==> src/rtl/pll_ce_pkg.sv <==
// rtl/pll_ce_pkg.sv - shared types and helpers for the clock-enable generator
package pll_ce_pkg;

   typedef enum logic [1:0] {
      WAIT   = 2'd0,
      RUN    = 2'd1,
      RELOCK = 2'd2
   } state_t;

   // Width of an index able to address n items; never narrower than 1 bit.
   function automatic int ch_w(input int n);
      return (n <= 2) ? 1 : $clog2(n);
   endfunction

   // ceil((div+1)/2): number of counts per period that lvl stays high.
   function automatic int half_ceil(input int div);
      return (div / 2) + 1;
   endfunction

endpackage

==> src/rtl/pll_ce_chan.sv <==
// rtl/pll_ce_chan.sv - one divided clock-enable channel
// Ports:
//   clk, rst_n        master clock, asynchronous active-low reset
//   run               channel outputs enabled, counter advances
//   clear             counter forced to 0 (has priority over run)
//   wr                load wr_div / wr_phase
//   wr_div, wr_phase  new divide field and (already clamped) phase
//   ce, lvl           enable pulse and ~50% duty level
module pll_ce_chan
   import pll_ce_pkg::*;
#(
   parameter int DIV_W   = 8,
   parameter int RST_DIV = 1
) (
   input  logic             clk,
   input  logic             rst_n,
   input  logic             run,
   input  logic             clear,
   input  logic             wr,
   input  logic [DIV_W-1:0] wr_div,
   input  logic [DIV_W-1:0] wr_phase,
   output logic             ce,
   output logic             lvl
);

   logic [DIV_W-1:0] div_q;
   logic [DIV_W-1:0] phase_q;
   logic [DIV_W-1:0] cnt_q;
   logic [DIV_W-1:0] thr;

   always_ff @(posedge clk or negedge rst_n) begin
      if (!rst_n) begin
         div_q   <= DIV_W'(RST_DIV);
         phase_q <= '0;
         cnt_q   <= '0;
      end else begin
         if (wr) begin
            div_q   <= wr_div;
            phase_q <= wr_phase;
         end
         if (clear) begin
            cnt_q <= '0;
         end else if (run) begin
            cnt_q <= (cnt_q == div_q) ? '0 : cnt_q + DIV_W'(1);
         end
      end
   end

   // Threshold never exceeds 2^(DIV_W-1), so it fits in DIV_W bits.
   always_comb begin
      thr = DIV_W'(half_ceil(int'(div_q)));
      ce  = run & (cnt_q == phase_q);
      lvl = run & (cnt_q < thr);
   end

endmodule

==> src/rtl/pll_ce_gen.sv <==
// rtl/pll_ce_gen.sv - phase-aligned clock-enable generator with lock sequencing
// Ports:
//   refclk, rst_n     master clock, asynchronous active-low reset
//   cfg_valid/ready   reconfiguration handshake, accepted when both high
//   cfg_ch            target channel
//   cfg_div           new divide field (ratio = div+1)
//   cfg_phase         new phase offset in counts, clamped to cfg_div
//   cfg_err           one-cycle pulse after a request to a nonexistent channel
//   ce, lvl           per-channel enable pulses and divided levels
//   locked            outputs valid and phase-aligned
module pll_ce_gen
   import pll_ce_pkg::*;
#(
   parameter int NUM_CH      = 8,
   parameter int DIV_W       = 8,
   parameter int LOCK_CYCLES = 16,
   parameter int RST_DIV     = 1,
   localparam int CH_W       = ch_w(NUM_CH)
) (
   input  logic              refclk,
   input  logic              rst_n,
   input  logic              cfg_valid,
   output logic              cfg_ready,
   input  logic [CH_W-1:0]   cfg_ch,
   input  logic [DIV_W-1:0]  cfg_div,
   input  logic [DIV_W-1:0]  cfg_phase,
   output logic              cfg_err,
   output logic [NUM_CH-1:0] ce,
   output logic [NUM_CH-1:0] lvl,
   output logic              locked
);

   localparam int LC_W = ch_w(LOCK_CYCLES);

   state_t            state_q;
   state_t            state_d;
   logic [LC_W-1:0]   lock_q;
   logic [LC_W-1:0]   lock_d;
   logic              err_q;
   logic              err_d;
   logic              accept;
   logic              ch_ok;
   logic              accept_ok;
   logic              clear;
   logic [DIV_W-1:0]  phase_cl;

   assign locked    = (state_q == RUN);
   assign cfg_ready = (state_q == RUN);
   assign cfg_err   = err_q;

   assign accept    = cfg_valid & cfg_ready;
   assign ch_ok     = (int'(cfg_ch) < NUM_CH);
   assign accept_ok = accept & ch_ok;
   assign phase_cl  = (cfg_phase > cfg_div) ? cfg_div : cfg_phase;

   // Counters sit at 0 whenever not locked, and are zeroed on the accepting
   // edge, so every channel starts from 0 in the first RUN cycle.
   assign clear     = ~locked | accept_ok;

   always_ff @(posedge refclk or negedge rst_n) begin
      if (!rst_n) begin
         state_q <= WAIT;
         lock_q  <= '0;
         err_q   <= 1'b0;
      end else begin
         state_q <= state_d;
         lock_q  <= lock_d;
         err_q   <= err_d;
      end
   end

   always_comb begin
      state_d = state_q;
      lock_d  = lock_q;
      err_d   = 1'b0;
      case (state_q)
         WAIT, RELOCK: begin
            if (lock_q == LC_W'(LOCK_CYCLES - 1)) begin
               state_d = RUN;
               lock_d  = '0;
            end else begin
               lock_d  = lock_q + LC_W'(1);
            end
         end
         RUN: begin
            if (accept_ok) begin
               state_d = RELOCK;
            end else if (accept) begin
               err_d   = 1'b1;
            end
         end
         default: begin
            state_d = WAIT;
            lock_d  = '0;
         end
      endcase
   end

   for (genvar i = 0; i < NUM_CH; i++) begin : g_ch
      logic wr;
      assign wr = accept_ok & (cfg_ch == CH_W'(i));

      pll_ce_chan #(
         .DIV_W   (DIV_W),
         .RST_DIV (RST_DIV)
      ) u_chan (
         .clk      (refclk),
         .rst_n    (rst_n),
         .run      (locked),
         .clear    (clear),
         .wr       (wr),
         .wr_div   (cfg_div),
         .wr_phase (phase_cl),
         .ce       (ce[i]),
         .lvl      (lvl[i])
      );
   end

endmodule

==> config.mk <==
export PLATFORM = sky130hd
export DESIGN_NAME = pll_ce_gen
export DESIGN_NICKNAME = d
export VERILOG_FILES = /design/src/rtl/pll_ce_pkg.sv /design/src/rtl/pll_ce_chan.sv /design/src/rtl/pll_ce_gen.sv
export SDC_FILE = /design/constraint.sdc
export NUM_CORES = 1
export LEC_CHECK = 0
export ABC_CLOCK_PERIOD_IN_PS = 3760
export CORE_MARGIN = 2
export CORE_UTILIZATION = 55
export CTS_CLUSTER_DIAMETER = 50
export DETAILED_ROUTE_END_ITERATION = 7
export HOLD_SLACK_MARGIN = 0.1
export PLACE_DENSITY = 0.73
export SLEW_MARGIN = 10
export SYNTH_ARGS = -nofsm -noshare
export SYNTH_HDL_FRONTEND = slang
export SYNTH_SLANG_ARGS = --single-unit
==> constraint.sdc <==
create_clock -name refclk -period 3.76 [get_ports refclk]
set_input_delay 0.752 -clock refclk [delete_from_list [all_inputs] [get_ports refclk]]
set_output_delay 0.752 -clock refclk [all_outputs]
set_load 0.05 [all_outputs]
==> results.tsv <==
metric	value	unit
Fin Setup TNS	0	ns
Post-Route Skew	0.0143	ns
number of routed nets with antenna violations	0	
global-route wire length before repair	52500	um
maximum clock path buffer count	2	
largest incremental delay on the critical path	0.89	ns
average wire per standard cell	19.2	um
result of the run	complete, no violations	
unique cell type count in the Yosys netlist	43	
Post-layout nets	1468	
Primary FF master, synth	sky130_fd_sc_hd__dfrtp_1	
number of placed I/O pins	41	
Fin. Hold Viols	0	
number of global-route vias before repair	9811	
power consumption	6.29	mW
slowest stage cell, crit path	sky130_fd_sc_hd__clkdlybuf4s50_1	
cell with the most instances after synthesis	sky130_fd_sc_hd__dfrtp_1	
R2R Setup Slk	1.18	ns
classification of the worst-slack hold path	input pin to async pin	
DP HPWL	21200	um
peak supply drop	0.291	mV
pwr/cell area	459	mW/mm^2
Critical path buffers and inverters	2	
clock period minus worst slack	3.58	ns
number of warnings reported in the yosys synthesis log	0	
Synth Cell Area	0.0125	sq mm
Worst Path Max Fanout	13	
Slew headroom	22.5	%
Sequential cell area	0.00496	sq mm
CP required	3.01	ns
proportion of netlist area held by the largest area contributor	38.0	%
total number of clock tree sinks	198	
Tightest Pin Transition	1.16	ns
via-per-instance ratio	6.10	
achievable frequency	0.279	GHz
number of cells on the worst reg-to-reg path	6	
setup slack at placement	0.274	ns
number of CTS-inserted buffers	17	
number of H-tree levels	4	
logic depth of the worst setup path including buffers	4	
die span in x	155	um
drt first pass iters	6	
type of element capturing the critical path	primary output	
Cell Chain, Critical Path	nand2b_1 > buf_12 > nor4_1 > clkdlybuf4s50_1	
area of the multi-input gates	0.00690	sq mm
EDFF count, synth	0	
global-route total usage across every layer	27.7	%
cell type with the largest total area after synthesis	sky130_fd_sc_hd__dfrtp_1	
Hold-fix buffers, CTS	0	
most frequent cells after synthesis	190 x sky130_fd_sc_hd__dfrtp_1, 178 x sky130_fd_sc_hd__nand2_1, 146 x sky130_fd_sc_hd__xnor2_1	
post-synthesis average cell area	9.07	sq um
pin count of the biggest net entering global routing	71	
clock latency on the worst-skew pair	0.45	ns
number of remaining DRC errors	0	
arrival time of the worst setup path	2.83	ns
final WL	31900	um
standard cell core area	0.0225	sq mm
static power due to leakage	5.80	nW
weighted congestion reported at the end of routability-driven placement	0.893	
total count of max-transition violations in the final report	0	
Synth area leaders	sky130_fd_sc_hd__dfrtp_1 38%, sky130_fd_sc_hd__xnor2_1 10%, sky130_fd_sc_hd__ha_1 8.1%	
Finish-stage setup viols	0	
root buffer cell	sky130_fd_sc_hd__clkbuf_16	
die span in y	155	um
fill cell instance count of the final layout	1900	
Ant. Diodes	0	
max cap viols	0	
share of synthesized area occupied by flip-flops and latches	39.7	%
RSZ-0062 raised after global routing	false	
number of port buffers	39	
dominant delay contributor by cell family on the critical path	buffers and inverters	
total of flip-flops plus latches after synthesis	198	
violation count after the first detailed-routing iteration	1046	
share of layout cells above drive strength 1	8.06	%
Placement Rows	55	
launching element type of the critical path	flip-flop	
initial cell density of the core	55.5	%
asr flop ratio synth	100	%
count of vias placed by the detailed router	10148	
final critical-path share of the clock period	95.2	%
clock-pin slew reported for the worst setup and hold paths after clock tree synthesis	0.08	ns
clock tree from TritonCTS	done	
number of antenna violations at the first check in global routing	0	
worst setup slack after layout	0.180	ns
cell count after synthesis	1378	
overflow left after global routing	0	
area delta synth->final	9.53	%
net count after synthesis	1481	
Worst Setup Path Type	flip-flop to primary output	
Die Outline Area	0.0239	sq mm
logic make-up after synthesis:
kind of cell / count (synthesis) / share of synthesized area (%)
DFF: 198 / 39.7
other: 1 / 0.0300
xor gates and xnor gates: 217 / 15.2
buffers and inverters: 141 / 5.32
AOI/OAI and AO/OA: 191 / 10.0
and+or+nand+nor: 549 / 21.6
adders and majority gates: 81 / 8.11
path summary, 6_finish.rpt:
check | end | start
worst max-delay path | ce[1] | state_q[0]
worst min-delay path | g_ch[7].u_chan.cnt_q[7] | rst_n
worst max register to register | g_ch[7].u_chan.div_q[3] | state_q[0]
worst min register to register | g_ch[1].u_chan.div_q[0] | g_ch[1].u_chan.div_q[0]
max in group asynchronous | g_ch[2].u_chan.div_q[0] | rst_n
min in group refclk | g_ch[1].u_chan.div_q[0] | g_ch[1].u_chan.div_q[0]
where the power goes:
part	leakage [nW]	total (mW)	internal [mW]	switching (mW)
logic	2.82	1.62	0.739	0.885
registers	2.70	2.83	2.45	0.378
clock network	0.279	1.84	0.952	0.888
total	5.80	6.29	4.14	2.15
area by class of cell:
| type | count | share of cell area [%] |
|---|---|---|
| sequential | 198 | 36.3 |
| clock inverter | 14 | 1.02 |
| clock buffer | 18 | 3.21 |
| timing repair buffer | 83 | 5.79 |
| multi-input combinational | 1039 | 50.4 |
| inverter | 26 | 0.731 |
| tap | 285 | 2.60 |
layout by cell type (no fill, tap or decap), types with 3 or more instances in the layout:
cell type	Yosys	routed
sky130_fd_sc_hd__nand3_1	143	143
sky130_fd_sc_hd__o21a_1	16	16
sky130_fd_sc_hd__inv_1	25	25
sky130_fd_sc_hd__buf_12	0	7
sky130_fd_sc_hd__clkbuf_16	0	17
sky130_fd_sc_hd__o21ai_0	61	61
sky130_fd_sc_hd__dfstp_2	8	8
sky130_fd_sc_hd__a31oi_1	8	8
sky130_fd_sc_hd__xnor2_1	146	146
sky130_fd_sc_hd__o211ai_1	65	65
sky130_fd_sc_hd__buf_4	22	45
sky130_fd_sc_hd__nand4_1	96	96
sky130_fd_sc_hd__nand2_1	178	178
sky130_fd_sc_hd__a21oi_1	12	12
sky130_fd_sc_hd__dfrtp_1	190	190
sky130_fd_sc_hd__nand2b_1	3	3
sky130_fd_sc_hd__nor4_1	8	8
sky130_fd_sc_hd__o2111ai_1	8	8
sky130_fd_sc_hd__xor2_1	71	71
sky130_fd_sc_hd__nor2b_1	5	4
sky130_fd_sc_hd__ha_1	81	81
sky130_fd_sc_hd__inv_8	0	3
sky130_fd_sc_hd__and2_1	7	7
sky130_fd_sc_hd__nor2_4	6	6
sky130_fd_sc_hd__clkdlybuf4s50_1	0	30
sky130_fd_sc_hd__nor2_1	73	73
sky130_fd_sc_hd__o21ai_1	9	8
sky130_fd_sc_hd__inv_6	0	4
sky130_fd_sc_hd__clkinvlp_4	0	3
sky130_fd_sc_hd__and3_1	20	20
sky130_fd_sc_hd__a2111oi_0	8	6
metrics by stage:
| step | utilization [%] | std cells | hold slack (ns) | area (sq um) |
|---|---|---|---|---|
| 3_3_place_gp | 58.2 | 1631 | 0.455 | 13100 |
| 3_5_place_dp | 58.2 | 1631 | 0.456 | 13100 |
| 2_1_floorplan | - | 1378 | 0.446 | 12500 |
| 5_1_grt | 60.8 | 1663 | 0.354 | 13700 |
| 4_1_cts | 60.8 | 1663 | 0.325 | 13700 |
| 6_report | 60.8 | 1663 | 0.304 | 13700 |
sequential cells by signal (all words and copies together) (netlist names):
signal and flops:
g_ch.u_chan.div_q 64, lock_q 4, g_ch.u_chan.cnt_q 64, g_ch.u_chan.phase_q 64, state_q 2
routing by layer:
layer	global-route usage, %	vias up	share of wire [%]
met5	0	-	0
met4	10.7	0	3.5
met3	4.96	78	6.0
met2	44.0	332	47
met1	37.8	4957	44
li1	-	4781	-
repair_timing:
action | in CTS | in global routing
endpoints found under the hold margin | 0 | 0
buffers inserted | 0 | 0
setup endpoints to repair | 0 | 2
gates resized for setup | 0 | 3
Power figures use the tool's default switching activity.
